<file path="src/rtl/gpu_arb_mux_n.sv">
// gpu_arb_mux_n: registered N:1 valid/ready stream mux with round-robin or fixed-priority arbitration and packet lock
module gpu_arb_mux_n #(
  parameter int NUM_INPUTS = 4,
  parameter int DATA_WIDTH = 32,
  parameter int ARB_MODE = 0
) (
  input  logic                                  i_clk,
  input  logic                                  i_rst,
  input  logic [NUM_INPUTS-1:0]                 i_valid,
  input  logic [NUM_INPUTS-1:0][DATA_WIDTH-1:0] i_data,
  input  logic [NUM_INPUTS-1:0]                 i_last,
  output logic [NUM_INPUTS-1:0]                 o_ready,
  output logic                                  o_valid,
  output logic [DATA_WIDTH-1:0]                 o_data,
  output logic                                  o_last,
  output logic [$clog2(NUM_INPUTS)-1:0]         o_sel,
  input  logic                                  i_ready
);
  localparam int SW = $clog2(NUM_INPUTS);
  if (NUM_INPUTS < 2 || (NUM_INPUTS & (NUM_INPUTS - 1)) != 0) begin : g_bad_n
    $fatal(1, "gpu_arb_mux_n: NUM_INPUTS must be a power of two >= 2");
  end
  logic          locked;
  logic [SW-1:0] lock_idx, ptr, gnt, cand;
  logic          gnt_v, ld, acc;
  assign ld = !o_valid || i_ready;
  always_comb begin
    gnt = lock_idx;
    gnt_v = locked;
    cand = '0;
    if (!locked)
      for (int i = NUM_INPUTS; i >= 1; i--) begin
        cand = (ARB_MODE == 1) ? SW'(i - 1) : ptr + SW'(i);
        if (i_valid[cand]) begin
          gnt = cand;
          gnt_v = 1'b1;
        end
      end
  end
  assign acc = ld && gnt_v && i_valid[gnt];
  assign o_ready = (ld && gnt_v) ? {{(NUM_INPUTS-1){1'b0}}, 1'b1} << gnt : '0;
  always_ff @(posedge i_clk) begin
    if (i_rst) begin
      o_valid <= 1'b0;
      o_data <= '0;
      o_last <= 1'b0;
      o_sel <= '0;
      locked <= 1'b0;
      lock_idx <= '0;
      ptr <= SW'(NUM_INPUTS - 1);
    end else if (ld) begin
      o_valid <= acc;
      if (acc) begin
        o_data <= i_data[gnt];
        o_last <= i_last[gnt];
        o_sel <= gnt;
        locked <= !i_last[gnt];
        lock_idx <= gnt;
        if (i_last[gnt]) ptr <= gnt;
      end
    end
  end
endmodule
</file>
<file path="config.mk">
export PLATFORM = sky130hd
export DESIGN_NAME = gpu_arb_mux_n
export DESIGN_NICKNAME = d
export VERILOG_FILES = /design/src/rtl/gpu_arb_mux_n.sv
export SDC_FILE = /design/constraint.sdc
export NUM_CORES = 1
export LEC_CHECK = 0
export ABC_AREA = 0
export CAP_MARGIN = 10
export CORE_MARGIN = 2
export CORE_UTILIZATION = 44
export DETAILED_ROUTE_END_ITERATION = 12
export PLACE_DENSITY = 0.95
export SYNTH_ARGS = -nofsm -noshare
export SYNTH_HDL_FRONTEND = slang
export SYNTH_SLANG_ARGS = --single-unit
</file>
<file path="constraint.sdc">
create_clock -name i_clk -period 5.41 [get_ports i_clk]
set_input_delay 1.3525 -clock i_clk [delete_from_list [all_inputs] [get_ports i_clk]]
set_output_delay 1.3525 -clock i_clk [all_outputs]
set_load 0.02 [all_outputs]
</file>
==> reports/results.md, run 1 <==
| Parameter | Value | Unit |
|:---|:---|:---|
| Startpoint of the lowest-slack register-to-register path | ptr[1]$_SDFFE_PP1P_ | - |
| Flop pwr share | 0.183 | - |
| Crit path arrival time | 3.72 | ns |
| Pleak | 1.76 | nW |
| Number of global-route vias before repair | 4056 | - |
| Transition time at the pin with the least slew margin | 0.935 | ns |
| DRT Pass-1 Iters | 5 | - |
| I/O pin cnt | 179 | - |
| Antenna violations before repair | 0 | - |
| Share of the cycle needed by the critical path after routing | 0.937 | - |
| Largest net degree at the start of global routing | 66 | - |
| Area share of the largest cell type after synthesis | 0.240 | - |
| Clock group share of total power | 0.061 | - |
| Width of the die | 91.9 | um |
| Largest area contributor in the netlist | nand3_1 | - |
| Proportion of synthesized area in mux cells | 0.0118 | - |
| Sink of the worst hold path | o_data[21]$_SDFFE_PP0P_ | - |
| Peak VDD IR | 411 | uV |
| Number of pins exceeding their max-slew limit in the final report | 0 | - |
| Asr flop ratio synth | 0 | - |
| Post-synthesis area per instance | 7.35 | um2 |
| Path category of the worst min-delay check | flop to flop | - |
| EDFF count, synth | 0 | - |
| HPWL Detailed | 8.51 | mm |
| Post-Synth XOR/XNOR Area | 0 | - |
| Unrepaired setup endpoints after global routing | false | - |
| Number of hold-repair buffers added at the cts stage | 0 | - |
| Setup-failing EPs final | 0 | - |
| Clock latency on the worst-skew pair | 0.28 | ns |
| Max-cap violation count | 0 | - |
| Antenna Violating Nets Remaining | 0 | - |
| Top library cells by usage in the layout, fill and taps aside | clkdlybuf4s50_1 (177), nand3_1 (162), o21ai_0 (65), dfxtp_1 (39), o211ai_2 (28) | - |
| Combinational power share | 0.756 | - |
| Synthesis-to-finish area growth | 52.6 | % |
| Area enclosed by the die boundary | 8450 | um2 |
| Worst slew slack as a fraction of its limit | 0.374 | - |
| Register clock-pin slew on the reported worst setup and hold paths | 0.07 | ns |
| Dominant register cell in the synthesized netlist | dfxtp_1 | - |
| Count of clock tree sinks | 39 | - |
| Final setup skew | 0.00289 | ns |
| Routability congestion estimate from global placement | 0.811 | - |
| CORE AREA | 7610 | um2 |
| Count of standard-cell rows | 32 | - |
| Post CTS Setup Buffer Count | 0 | - |
| Global route overflow | 0 | - |
| Cell-internal power | 1.44 | mW |
| Number of synthesized register bits | 39 | - |
| Power per cell area | 577 | nW/um2 |
| Effective utilization at floorplan | 0.447 | - |
| Switching pwr | 1.55 | mW |
| Fin nets | 740 | - |
| Total global-route track usage | 0.284 | - |
| CTS tree | yes | - |
| Vias after detailed routing | 4211 | - |
| Top cells by area in the synthesized netlist | nand3_1 (24%), dfxtp_1 (23%), o211ai_2 (10%), o21ai_0 (9.6%), a21oi_2 (4.4%) | - |
| Max Freq | 0.197 | GHz |
| Kind of critical path | input port to output pin | - |
| Register-to-register setup slack | 2.13 | ns |
| Crit path capture type | output pin | - |
| Fraction of final layout cells sized beyond drive strength 1 | 0.138 | - |
| Number of buffers on the longest clock path | 2 | - |
| Most common library cell in the layout ignoring fill and taps | clkdlybuf4s50_1 | - |
| Fraction of the mapped netlist area in adder cells | 0 | - |
| Routed wire per std cell | 17.3 | um |
| Cts bufs inserted | 5 | - |
| R2R depth | 9 | - |
| Share of the core filled with cells in the final layout | 0.682 | - |
| Post-Synth Simple-Gate Area | 0.304 | - |
| Hold violation total from the final report | 0 | - |
| Sort of element at the start of the critical path | input port | - |
| Die span in y | 91.9 | um |
| Compound-Gate Fraction of Synth Area | 0.358 | - |
| Global-route wire length before repair | 19.6 | mm |
| Proportion of synthesized chip area in sequential cells | 0.230 | - |
| Overall routed net length | 12.1 | mm |
| Ratio of routed vias to standard cells | 6.00 | - |
| Switching part of the total | 0.518 | - |
| Unique cell type count in the Yosys netlist | 47 | - |
| Count of buffers inserted at the top-level ports | 178 | - |
| Synthesized net count | 602 | - |
| Status | complete, no violations | - |
| Yosys warnings | 0 | - |
| Data required time of the worst path | 4.06 | ns |
| Number of DRC violations after detailed routing | 0 | - |
| Largest family of logic cells by synthesized area | compound AO/OA/AOI/OAI gates | - |
| # resized after CTS | 0 | - |
| Antenna fix cells | 0 | - |
| Time the worst path needs with I/O delays and setup | 5.07 | ns |
| Final sum of negative setup slack | 0 | ns |
| Post-synthesis instance area | 3400 | um2 |
| Iteration-0 DRC Markers | 195 | - |
| CTS root buffer | clkbuf_8 | - |
| Post-Synthesis Cells | 463 | - |
| Launch point of the worst path | i_valid[1] | - |
| Top fanout value on the critical path | 7 | - |
| HP Start | o_data[21]$_SDFFE_PP0P_ | - |
| RR Endpoint | o_data[0]$_SDFFE_PP0P_ | - |
| Number of levels the H-tree was split into | 2 | - |
| Number of cells on the worst hold path | 2 | - |
==> stage by stage <==
step | instances | hold WS (ns) | setup slack [ns] | area, um2 | power (mW)
after global placement | 696 | 0.450 | 0.423 | 5120 | 2.73
after detailed placement | 696 | 0.454 | 0.397 | 5120 | 2.80
after global routing | 702 | 0.493 | 0.216 | 5190 | 3.20
after floorplan | 463 | 0.543 | 1.04 | 3400 | 2.12
after CTS | 702 | 0.464 | 0.376 | 5190 | 2.99
final | 702 | 0.461 | 0.342 | 5190 | 2.99
==> registers in the layout (all words and copies together) (netlist names) <==
signal	count
o_last	1
o_valid	1
o_data	32
locked	1
lock_idx	2
ptr	2
==> cells in the mapped netlist (2+ instances only) <==
master    number
a21boi_1       2
a21oi_1       19
a21oi_2       17
a221o_1        2
buf_1          4
buf_2         13
buf_6          8
buf_8          2
clkbuf_1      31
dfxtp_1       39
inv_1          3
mux2i_1        4
nand2_1        9
nand2b_1       5
nand3_1      163
nor2_1        10
nor2b_1        2
nor3_2         5
o211ai_1       4
o211ai_2      28
o21a_1         3
o21ai_0       65
==> cell type report <==
cell class	count	area, um2
multi-input combinational	363	2310
sequential	39	781
timing repair buffer	189	1880
fill	637	2420
clock buffer	6	72.6
tap	102	128
inverter	3	11.3
==> critical path, cell delays in order <==
cell and delay (ns):
clkdlybuf4s50_1 0.51, a21boi_1 0.19, a2111oi_2 0.44, and3_2 0.26, o21ai_0 0.16, nor2_1 0.16
clkdlybuf4s50_1 0.63
==> per-layer routing <==
metal	vias up	wire, um	global-route usage
li1	2004	-	-
met1	1984	4780	0.350
met2	195	6050	0.487
met3	28	913	0.0559
met4	0	363	0.109
met5	-	0	0
==> how the worst max path moves through the flow <==
stage                 end  slack [ns]  depth (start not counted)
3_5_place_dp   o_ready[2]        0.40                          7
5_1_grt        o_ready[0]        0.22                          7
6_report       o_ready[2]        0.34                          7
2_1_floorplan  o_ready[0]        1.04                          8
3_3_place_gp   o_ready[0]        0.42                          7
4_1_cts        o_ready[2]        0.38                          7
==> kinds of logic after synthesis <==
| family | count (synthesis) |
|---|---|
| and+or+nand+nor | 200 |
| AOI/OAI and AO/OA | 159 |
| buffers and inverters | 61 |
| DFF | 39 |
| muxes | 4 |
==> power groups by stage <==
stage | Clock (mW) | Combinational, mW | Sequential [mW]
6_report | 0.181 | 2.26 | 0.548
3_5_place_dp | 0 | 2.25 | 0.554
2_1_floorplan | 0 | 1.44 | 0.680
3_3_place_gp | 0 | 2.19 | 0.545
5_1_grt | 0.196 | 2.44 | 0.568
4_1_cts | 0.185 | 2.25 | 0.548
Power figures use the tool's default switching activity.
==> run 2, diff against run 1 <==
MAX_ROUTING_LAYER = met4   (was default)
==> run 2 against run 1 <==
Via count rose by 1.4%; count of clock-buffer cells in the layout did not move; combinational power barely moved; critical path type unchanged; highest routed layer unchanged; die area did not move.
==> reports/results.md, run 2 (same netlist as run 1, synthesis figures left out) <==
| Parameter | Value | Unit | Change |
|:---|:---|:---|:---|
| Status | complete, no violations | - |  |
| Number of pins exceeding their max-slew limit in the final report | 0 | - | unchanged |
| Multi-input gate area | 2310 | um2 | unchanged |
| I/O pin cnt | 179 | - | unchanged |
| Setup-failing EPs final | 0 | - | unchanged |
| Power per cell area | 586 | nW/um2 | +1.6% |
| Number of DRC violations after detailed routing | 0 | - | unchanged |
| # resized after CTS | 0 | - | unchanged |
| Worst-path cell chain | clkdlybuf4s50_1 > nor3b_2 > a311oi_4 > a22oi_1 > nand2_1 > nor2_1 > clkdlybuf4s50_1 | - |  |
| Switching pwr | 1.56 | mW | +0.50% |
| Global route overflow | 0 | - | unchanged |
| Number of cells on the worst hold path | 2 | - | unchanged |
| Global-route wire length before repair | 19.2 | mm | -1.9% |
| Crit path capture type | output pin | - |  |
| Antenna violations before repair | 0 | - | unchanged |
| Most common library cell in the layout ignoring fill and taps | clkdlybuf4s50_1 | - |  |
| Top register by number of flip-flops | o_data | - |  |
| FF/Latch Area | 781 | um2 | unchanged |
| Clock group share of total power | 0.082 | - | +0.021 |
| Iteration-0 DRC Markers | 251 | - | +29% |
| Fin nets | 740 | - | unchanged |
| HPWL Detailed | 8.65 | mm | +1.7% |
| Clock latency on the worst-skew pair | 0.28 | ns | about the same |
| Largest net degree at the start of global routing | 66 | - | unchanged |
| Overall routed net length | 12.2 | mm | +0.69% |
| CORE AREA | 7610 | um2 | unchanged |
| Sort of element at the start of the critical path | input port | - |  |
| R2R depth | 9 | - | unchanged |
| Final sum of negative setup slack | 0 | ns | unchanged |
| Width of the die | 91.9 | um | unchanged |
| Time the worst path needs with I/O delays and setup | 5.08 | ns | +0.00932 ns |
| Worst slew slack as a fraction of its limit | 0.374 | - | -0.000673 |
| Max Freq | 0.197 | GHz | -0.18% |
| Number of levels the H-tree was split into | 2 | - | unchanged |
| Flop pwr share | 0.180 | - | -0.003 |
| Number of buffer and inverter instances along the worst setup path | 2 | - | unchanged |
| Combinational power share | 0.738 | - | -0.018 |
| Final setup skew | 0.00233 | ns | -0.000560 ns |
| Cts bufs inserted | 5 | - | unchanged |
| Share of the cycle needed by the critical path after routing | 0.939 | - | +0.00172 |
| Count of buffers inserted at the top-level ports | 178 | - | unchanged |
| RR Endpoint | o_data[19]$_SDFFE_PP0P_ | - |  |
| Routability congestion estimate from global placement | 0.822 | - | +1.4% |
| Data required time of the worst path | 4.06 | ns | about the same |
| Number of hold-repair buffers added at the cts stage | 0 | - | unchanged |
| Vias after detailed routing | 4269 | - | +1.4% |
| Post CTS Setup Buffer Count | 0 | - | unchanged |
| Number of buffers on the longest clock path | 2 | - | unchanged |
| Cell-internal power | 1.50 | mW | +4.3% |
| Top library cells by usage in the layout, fill and taps aside | clkdlybuf4s50_1 (176), nand3_1 (162), o21ai_0 (65), dfxtp_1 (39), o211ai_2 (28) | - |  |
| Effective utilization at floorplan | 0.447 | - | unchanged |
| Number of flip-flops in the largest register | 32 | - | unchanged |
| Total global-route track usage | 0.287 | - | +0.00310 |
| HP Start | o_data[23]$_SDFFE_PP0P_ | - |  |
| Switching part of the total | 0.509 | - | -0.00924 |
| Maximum cell stage delay along the critical path | 0.62 | ns | about the same |
| Pleak | 1.79 | nW | +1.7% |
| Crit path arrival time | 3.73 | ns | about the same |
| Die span in y | 91.9 | um | unchanged |
| Count of standard-cell rows | 32 | - | unchanged |
| Most common cell on crit path | clkdlybuf4s50_1 | - |  |
| DRT Pass-1 Iters | 5 | - | unchanged |
| Register clock-pin slew on the reported worst setup and hold paths | 0.08 | ns | about the same |
| Regs by FF count | o_data: 32 flops, lock_idx: 2 flops, ptr: 2 flops | - |  |
| CTS root buffer | clkbuf_8 | - |  |
| Unrepaired setup endpoints after global routing | false | - |  |
| Max-cap violation count | 0 | - | unchanged |
| Fill cells | 610 | - | -4.2% |
| Number of global-route vias before repair | 4009 | - | -1.2% |
| Total Power Consumption | 3.06 | mW | +2.3% |
| Antenna fix cells | 0 | - | unchanged |
| Count of clock tree sinks | 39 | - | unchanged |
| Peak VDD IR | 426 | uV | +3.5% |
| Path category of the worst min-delay check | flop to flop | - |  |
| Startpoint of the lowest-slack register-to-register path | ptr[1]$_SDFFE_PP1P_ | - |  |
| Synthesis-to-finish area growth | 53.6 | % |  |
| Library cell contributing the largest single delay on the critical path | clkdlybuf4s50_1 | - |  |
| Top fanout value on the critical path | 7 | - | unchanged |
| Register-to-register setup slack | 2.13 | ns | about the same |
| Ratio of routed vias to standard cells | 6.06 | - | +1.1% |
| Routed wire per std cell | 17.3 | um | +0.40% |
| Cell family with most CP delay | buffers and inverters | - |  |
| Fraction of final layout cells sized beyond drive strength 1 | 0.143 | - | +0.00452 |
| WHS | 0.469 | ns | +0.00790 ns |
| CTS tree | yes | - |  |
| Area enclosed by the die boundary | 8450 | um2 | unchanged |
| Antenna Violating Nets Remaining | 0 | - | unchanged |
| Transition time at the pin with the least slew margin | 0.940 | ns | +0.00455 ns |
| Hold violation total from the final report | 0 | - | unchanged |
| Sink of the worst hold path | o_data[23]$_SDFFE_PP0P_ | - |  |
| Kind of critical path | input port to output pin | - |  |
run 2: how the worst max path moves through the flow:
stage                          start         end  slack [ns]  cells after the start
final                     i_valid[1]  o_ready[0]        0.33                      7
after global routing      i_valid[1]  o_ready[0]        0.16                      7
after CTS                 i_valid[0]  o_ready[0]        0.25                      7
after detailed placement  i_valid[0]  o_ready[0]        0.26                      7
after global placement    i_valid[0]  o_ready[0]        0.30                      7
after floorplan           i_valid[0]  o_ready[0]        1.04                      8
run 2: cell type report:
type / count / area share
multi-input combinational: 363 / 0.443
timing repair buffer: 189 / 0.359
sequential: 39 / 0.149
tap: 102 / 0.0244
clock buffer: 6 / 0.0158
clock inverter: 2 / 0.00670
inverter: 3 / 0.00216
run 2: stage by stage:
| stage | utilization | worst slack, ns | area, um2 | cells |
|---|---|---|---|---|
| CTS | 0.687 | 0.245 | 5220 | 704 |
| floorplan | - | 1.04 | 3400 | 463 |
| global placement | 0.671 | 0.302 | 5100 | 696 |
| finish | 0.687 | 0.332 | 5230 | 704 |
| global route | 0.687 | 0.155 | 5230 | 704 |
| detailed placement | 0.671 | 0.256 | 5100 | 696 |
run 2: worst register-to-register path: cells and delay by family (launching register included):
family,cells,cell delay [ns]
DFF,1,0.67
AOI/OAI and AO/OA,6,1.79
buffers and inverters,2,0.61
and+or+nand+nor,1,0.13
run 2: metal layers:
metal  part of all wire  routed length, um  vias up  global-route usage
li1                   -                  -     2007                   -
met1               0.38               4580     1968               0.333
met2               0.50               6100      257               0.483
met3              0.089               1090       37              0.0583
met4              0.035                425        0               0.122
met5                  0                  0        -                   -
run 2: power groups by stage:
stage | Sequential (mW) | Clock [mW] | Combinational, mW
6_report | 0.551 | 0.252 | 2.26
4_1_cts | 0.549 | 0.256 | 2.25
5_1_grt | 0.568 | 0.270 | 2.43
3_3_place_gp | 0.546 | 0 | 2.18
2_1_floorplan | 0.680 | 0 | 1.44
3_5_place_dp | 0.554 | 0 | 2.25
